<file path="src/rtl/morse_letter_decoder.sv">
// ----------------------------------------------------------------------------
// morse_letter_decoder
//
// Decodes a hand-keyed Morse letter (A..H) from a raw key input. Presses are
// timed and classified as glitch / dot / dash. Up to four symbols are collected.
// A long enough release closes the letter, and the letter is then looked up.
//
// Parameters
//   MIN_PRESS   presses shorter than this many cycles are ignored as glitches
//   DASH_MIN    presses at least this many cycles long are dashes, else dots
//   LETTER_GAP  release length in cycles that completes the current letter
//
// Ports
//   clk           system clock
//   rst           asynchronous active-high reset
//   key_in        raw Morse key, 1 = pressed, asynchronous to clk
//   letter        last decoded letter, 0=A .. 7=H
//   letter_valid  one-cycle pulse, letter updated in the same cycle
//   letter_error  one-cycle pulse, unknown sequence or more than 4 symbols
//   busy          high whenever the FSM is not idle
//   sym_count     symbols captured so far for the current letter (0..4)
// ----------------------------------------------------------------------------
module morse_letter_decoder #(
    parameter logic [26:0] MIN_PRESS  = 27'd2_500_000,
    parameter logic [26:0] DASH_MIN   = 27'd50_000_000,
    parameter logic [26:0] LETTER_GAP = 27'd75_000_000
) (
    input  logic       clk,
    input  logic       rst,
    input  logic       key_in,
    output logic [2:0] letter,
    output logic       letter_valid,
    output logic       letter_error,
    output logic       busy,
    output logic [2:0] sym_count
);

    localparam logic [1:0] IDLE  = 2'd0;
    localparam logic [1:0] PRESS = 2'd1;
    localparam logic [1:0] GAP   = 2'd2;

    logic        key_meta;
    logic        key_s;
    logic [1:0]  state;
    logic [1:0]  state_n;
    logic [26:0] cnt;
    logic [3:0]  symbols;
    logic        overflow;

    logic        append;
    logic        sym_bit;
    logic        complete;
    logic        lookup_hit;
    logic [2:0]  lookup_code;

    // Symbols are right-aligned: the first symbol keyed sits at the MSB of a
    // sym_count-wide pattern. Bits above sym_count are always zero because
    // the register is cleared at every letter completion.
    function automatic logic [3:0] lookup(input logic [2:0] n, input logic [3:0] s);
        case ({n, s})
            {3'd2, 4'b0001}: lookup = {1'b1, 3'd0};  // A .-
            {3'd4, 4'b1000}: lookup = {1'b1, 3'd1};  // B -...
            {3'd4, 4'b1010}: lookup = {1'b1, 3'd2};  // C -.-.
            {3'd3, 4'b0100}: lookup = {1'b1, 3'd3};  // D -..
            {3'd1, 4'b0000}: lookup = {1'b1, 3'd4};  // E .
            {3'd4, 4'b0010}: lookup = {1'b1, 3'd5};  // F ..-.
            {3'd3, 4'b0110}: lookup = {1'b1, 3'd6};  // G --.
            {3'd4, 4'b0000}: lookup = {1'b1, 3'd7};  // H ....
            default:         lookup = {1'b0, 3'd0};
        endcase
    endfunction

    assign {lookup_hit, lookup_code} = lookup(sym_count, symbols);

    // NOTE: every signal assigned in this block gets a default first so no
    // path through the case leaves it unassigned, which would infer a latch.
    always_comb begin
        state_n  = state;
        append   = 1'b0;
        sym_bit  = 1'b0;
        complete = 1'b0;
        case (state)
            IDLE: begin
                if (key_s) state_n = PRESS;
            end
            PRESS: begin
                if (!key_s) begin
                    if (cnt < MIN_PRESS) begin
                        // Glitch: drop it, but keep waiting out the gap if
                        // a letter is already in progress.
                        state_n = (sym_count == 3'd0) ? IDLE : GAP;
                    end else begin
                        append  = 1'b1;
                        sym_bit = (cnt >= DASH_MIN);
                        state_n = GAP;
                    end
                end
            end
            GAP: begin
                // Completion is tested first so a key edge landing on the
                // final gap cycle still closes the letter; the new press is
                // then picked up from IDLE on the next cycle.
                if (cnt == LETTER_GAP - 27'd1) begin
                    complete = 1'b1;
                    state_n  = IDLE;
                end else if (key_s) begin
                    state_n = PRESS;
                end
            end
            default: state_n = IDLE;
        endcase
    end

    // NOTE: all state is updated with non-blocking assignments so every flop
    // samples pre-edge values, independent of statement order.
    // NOTE: every register, including the symbol shift register, is reset so
    // a reset mid-letter leaves no partial symbols behind.
    always_ff @(posedge clk or posedge rst) begin
        if (rst) begin
            key_meta     <= 1'b0;
            key_s        <= 1'b0;
            state        <= IDLE;
            cnt          <= '0;
            symbols      <= '0;
            overflow     <= 1'b0;
            letter       <= '0;
            letter_valid <= 1'b0;
            letter_error <= 1'b0;
            busy         <= 1'b0;
            sym_count    <= '0;
        end else begin
            key_meta <= key_in;
            key_s    <= key_meta;
            state    <= state_n;
            busy     <= (state_n != IDLE);

            // Every state entry is a state change, so clearing on change
            // restarts the duration count on entry.
            if (state_n != state)
                cnt <= '0;
            else if (cnt != '1)
                cnt <= cnt + 27'd1;

            letter_valid <= 1'b0;
            letter_error <= 1'b0;

            if (complete) begin
                symbols   <= '0;
                sym_count <= '0;
                overflow  <= 1'b0;
                if (lookup_hit && !overflow) begin
                    letter_valid <= 1'b1;
                    letter       <= lookup_code;
                end else begin
                    letter_error <= 1'b1;
                end
            end else if (append) begin
                if (sym_count == 3'd4) begin
                    overflow <= 1'b1;
                end else begin
                    symbols   <= {symbols[2:0], sym_bit};
                    sym_count <= sym_count + 3'd1;
                end
            end
        end
    end

endmodule
</file>
<file path="config.mk">
export PLATFORM = sky130hd
export DESIGN_NAME = morse_letter_decoder
export DESIGN_NICKNAME = d
export VERILOG_FILES = /design/src/rtl/morse_letter_decoder.sv
export SDC_FILE = /design/constraint.sdc
export NUM_CORES = 1
export LEC_CHECK = 0
export ABC_CLOCK_PERIOD_IN_PS = 2600
export CORE_ASPECT_RATIO = 1.25
export CORE_MARGIN = 1.5
export CORE_UTILIZATION = 45
export CTS_BUF_LIST = sky130_fd_sc_hd__clkbuf_2 sky130_fd_sc_hd__clkbuf_4 sky130_fd_sc_hd__clkbuf_8
export DETAILED_ROUTE_END_ITERATION = 10
export PLACE_DENSITY = 0.72
export SETUP_SLACK_MARGIN = 0.1
export SYNTH_ARGS = -nofsm -noshare
export SYNTH_HDL_FRONTEND = slang
export SYNTH_SLANG_ARGS = --single-unit
</file>
<file path="constraint.sdc">
create_clock -name clk -period 2.6 [get_ports clk]
set_input_delay 0.39 -clock clk [delete_from_list [all_inputs] [get_ports clk]]
set_output_delay 0.39 -clock clk [all_outputs]
set_load 0.02 [all_outputs]
</file>
==> run_results.csv <==
group,metric,value,unit
power,pwr-share-seq,0.587,
sta,min_period,2230,ps
synth,syn_area,0.00277,mm2
clock_tree,root_buffer,"clkbuf_8",
synth,synth_fp_nets,301,
clock_tree,cts_setup_buffers,0,
grt,grt_max_degree,37,
sta,fin_ws,372,ps
clock_tree,cts_max_level,2,
power,p_comb_frac,0.049,
die,die_w,73.2,um
setup_path,critPathKind,"reg2reg",
setup_path,critPathLaunchType,"register",
die,die_area,0.00664,mm2
sta,timing.slew.headroom,0.486,
clock_tree,clk-insertion-delay-late,300,ps
sta,finalSetupViolations,0,
setup_path,slowest_delay,410,ps
setup_path,crit_path_end_kind,"register",
final_layout,syn_to_final_growth,9.99,%
synth,synth_edf_count,0,
routing,dr.pass1.iters,4,
synth,synth.distinct_cells,56,
sta,finalMaxSlewViolations,0,
placed_design,gp_congestion,0.871,
power,power_density,400,mW/mm2
routing,ant_nets,0,
grt,antenna_found_initial,0,
routing,route.vias.total,2199,
flow_run,max_cap_viol_count,0,
grt,overflow,0,
clock_tree,clk_pin_slew,80,ps
power,p_sw_frac,0.230,
routing,wl,5.88,mm
sta,fin_crit_sh,0.857,
synth,ys_seq_area_frac,0.407,
die,rows,31,
routing,drt_iter0_markers,125,
setup_path,crit_path_top_delay_cell,"dfrtp_1",
setup_path,cp_max_fo,7,
sta,tns,0,ps
synth,synth_ff_type,"dfrtp_1",
setup_path,worstPathCellList,"ha_1, nand3_1, nor4_1, buf_4, nand4b_2, nor2_2, mux2_2",
clock_tree,cts_sinks,45,
die,start_util,0.473,
final_layout,final_nets,310,
final_layout,antenna_cells,0,
setup_path,required,2790,ps
final_layout,layout_common_cells,"dfrtp_1 (45), nor2_1 (34), nand2_1 (26), xnor2_1 (18), nand3_1 (16)",
setup_path,cpLargestDelayFamily,"simple AND/OR/NAND/NOR gates",
routing,drcViolationCount,0,
synth,synth_area_leaders,"dfrtp_1 (41%), xnor2_1 (5.7%), nor2_1 (4.6%), nand2_1 (3.5%), ha_1 (3.2%)",
power,p_leak,1.24,nW
sta,finalHoldViolCount,0,
sta,rsz0062_at_grt,"no",
setup_path,cp.buffers_inverters,1,
grt,grt_pass1_wl,10.1,mm
synth,synth_top_area_cell,"dfrtp_1",
sta,tightest_slew,770,ps
placed_design,io_buffers,11,
synth,synth.avg_cell_area,9.52,um2
power,ir_drop,0.000248,V
sta,max_freq,449,MHz
final_layout,final_common_cell,"dfrtp_1",
routing,viasPerCell,5.76,
die,core_area,0.00586,mm2
status,status,"completed",
min_path,hp-class,"reg2reg",
synth,synth_cells,291,
synth,yosysTopAreaCellShare,0.407,
synth,ys_ff_latch,45,
clock_tree,ctsResizeCount,0,
grt,first_global_vias,2170,
grt,track_usage,0.192,
power,switchingPower,0.000281,W
clock_tree,clockBufferDepth,2,
routing,routedWlPerCell,15.4,um
clock_tree,tritoncts,"yes",
placed_design,dp_slack,405,ps
power,p_clk_frac,0.365,
die,dieHeight,90.7,um
clock_tree,cts_inserted_buffers,5,
placed_design,hpwl,4.25,mm
setup_path,cp_data_arrival_time,2410,ps
final_layout,layout-drive-gt1-share,0.113,
synth,async_reset_ff_frac,1.00,
power,p_int,0.000938,W
sta,hold_slack,359,ps
synth,yosys_warnings,0,
clock_tree,hold_buffers,0,
die,pin_count,12,
sta,skew,7.21,ps
==> flip-flops by register name, summed over array words and instances, names as in the netlist <==
name / cells
key_meta: 1
cnt: 27
letter_valid: 1
letter: 3
busy: 1
overflow: 1
letter_error: 1
sym_count: 3
key_s: 1
symbols: 4
state: 2
==> power groups by stage <==
stage	Combinational (W)	Clock, W	Sequential [W]
6_report	0.0000592	0.000445	0.000715
3_5_place_dp	0.0000613	0	0.000729
5_1_grt	0.0000671	0.000482	0.000716
3_3_place_gp	0.0000602	0	0.000729
2_1_floorplan	0.0000441	0	0.000727
4_1_cts	0.0000613	0.000467	0.000715
==> layout make-up <==
type,count,area [um2]
fillers,535,2810
flip-flops and latches,45,1130
repair buffers,20,190
clock inverters,1,7.51
inverters,9,33.8
well taps,82,103
multi-input cells,219,1500
clock buffers,6,82.6
==> metrics by stage <==
step / std cells / area [um2] / total power [W] / utilization
finish: 382 / 3050 / 0.00122 / 0.520
global route: 382 / 3050 / 0.00127 / 0.520
CTS: 382 / 3050 / 0.00124 / 0.520
detailed placement: 375 / 2960 / 0.000790 / 0.505
global placement: 375 / 2960 / 0.000789 / 0.505
floorplan: 291 / 2770 / 0.000771 / -
==> metal layers <==
| metal | track usage | up-vias | share of wire | routed length, um |
|---|---|---|---|---|
| li1 | - | 1063 | - | - |
| met1 | 0.239 | 1078 | 0.44 | 2600 |
| met2 | 0.334 | 50 | 0.51 | 2990 |
| met3 | 0.0379 | 8 | 0.035 | 208 |
| met4 | 0.0472 | 0 | 0.013 | 76 |
| met5 | 0 | - | 0 | 0 |
==> synthesized netlist by cell type, drive strengths merged, types with 2 or more instances <==
cell     count
a211oi       9
dfrtp       45
inv          9
and3         5
nor2        35
and2         8
nand4       11
a21o         3
and4         4
o311ai       3
clkbuf       7
ha           7
xor2         3
and3b        2
nand4bb      3
xnor2       18
mux2         3
o21bai       3
o31ai        2
a21oi       10
a2111oi      5
or3          3
nor3         6
nand2       26
mux2i        4
nand3       16
nor4         6
buf         11
nand2b       2
o21ai        6
==> cell families after synthesis <==
group | synth area share
flops | 0.407
compound gates | 0.151
xor+xnor | 0.0664
buf+inv | 0.0506
fa+ha+maj | 0.0316
mux | 0.0267
simple gates | 0.267
==> worst paths after layout <==
path | startpoint | end | slack (ps) | cells after the start
setup / recovery | cnt[1]$_DFFE_PP0P_ | letter[1]$_DFFE_PP0P_ | 370 | 7
hold / removal | key_meta$_DFF_PP0_ | key_s$_DFF_PP0_ | 360 | 0
setup reg to reg | cnt[1]$_DFFE_PP0P_ | letter[1]$_DFFE_PP0P_ | 370 | 7
hold reg to reg | key_meta$_DFF_PP0_ | key_s$_DFF_PP0_ | 360 | 0
max in group asynchronous | rst | letter_valid$_DFF_PP0_ | 1420 | 3
min in group asynchronous | rst | cnt[26]$_DFFE_PP0P_ | 560 | 2
(Power assumes the default switching activity.)
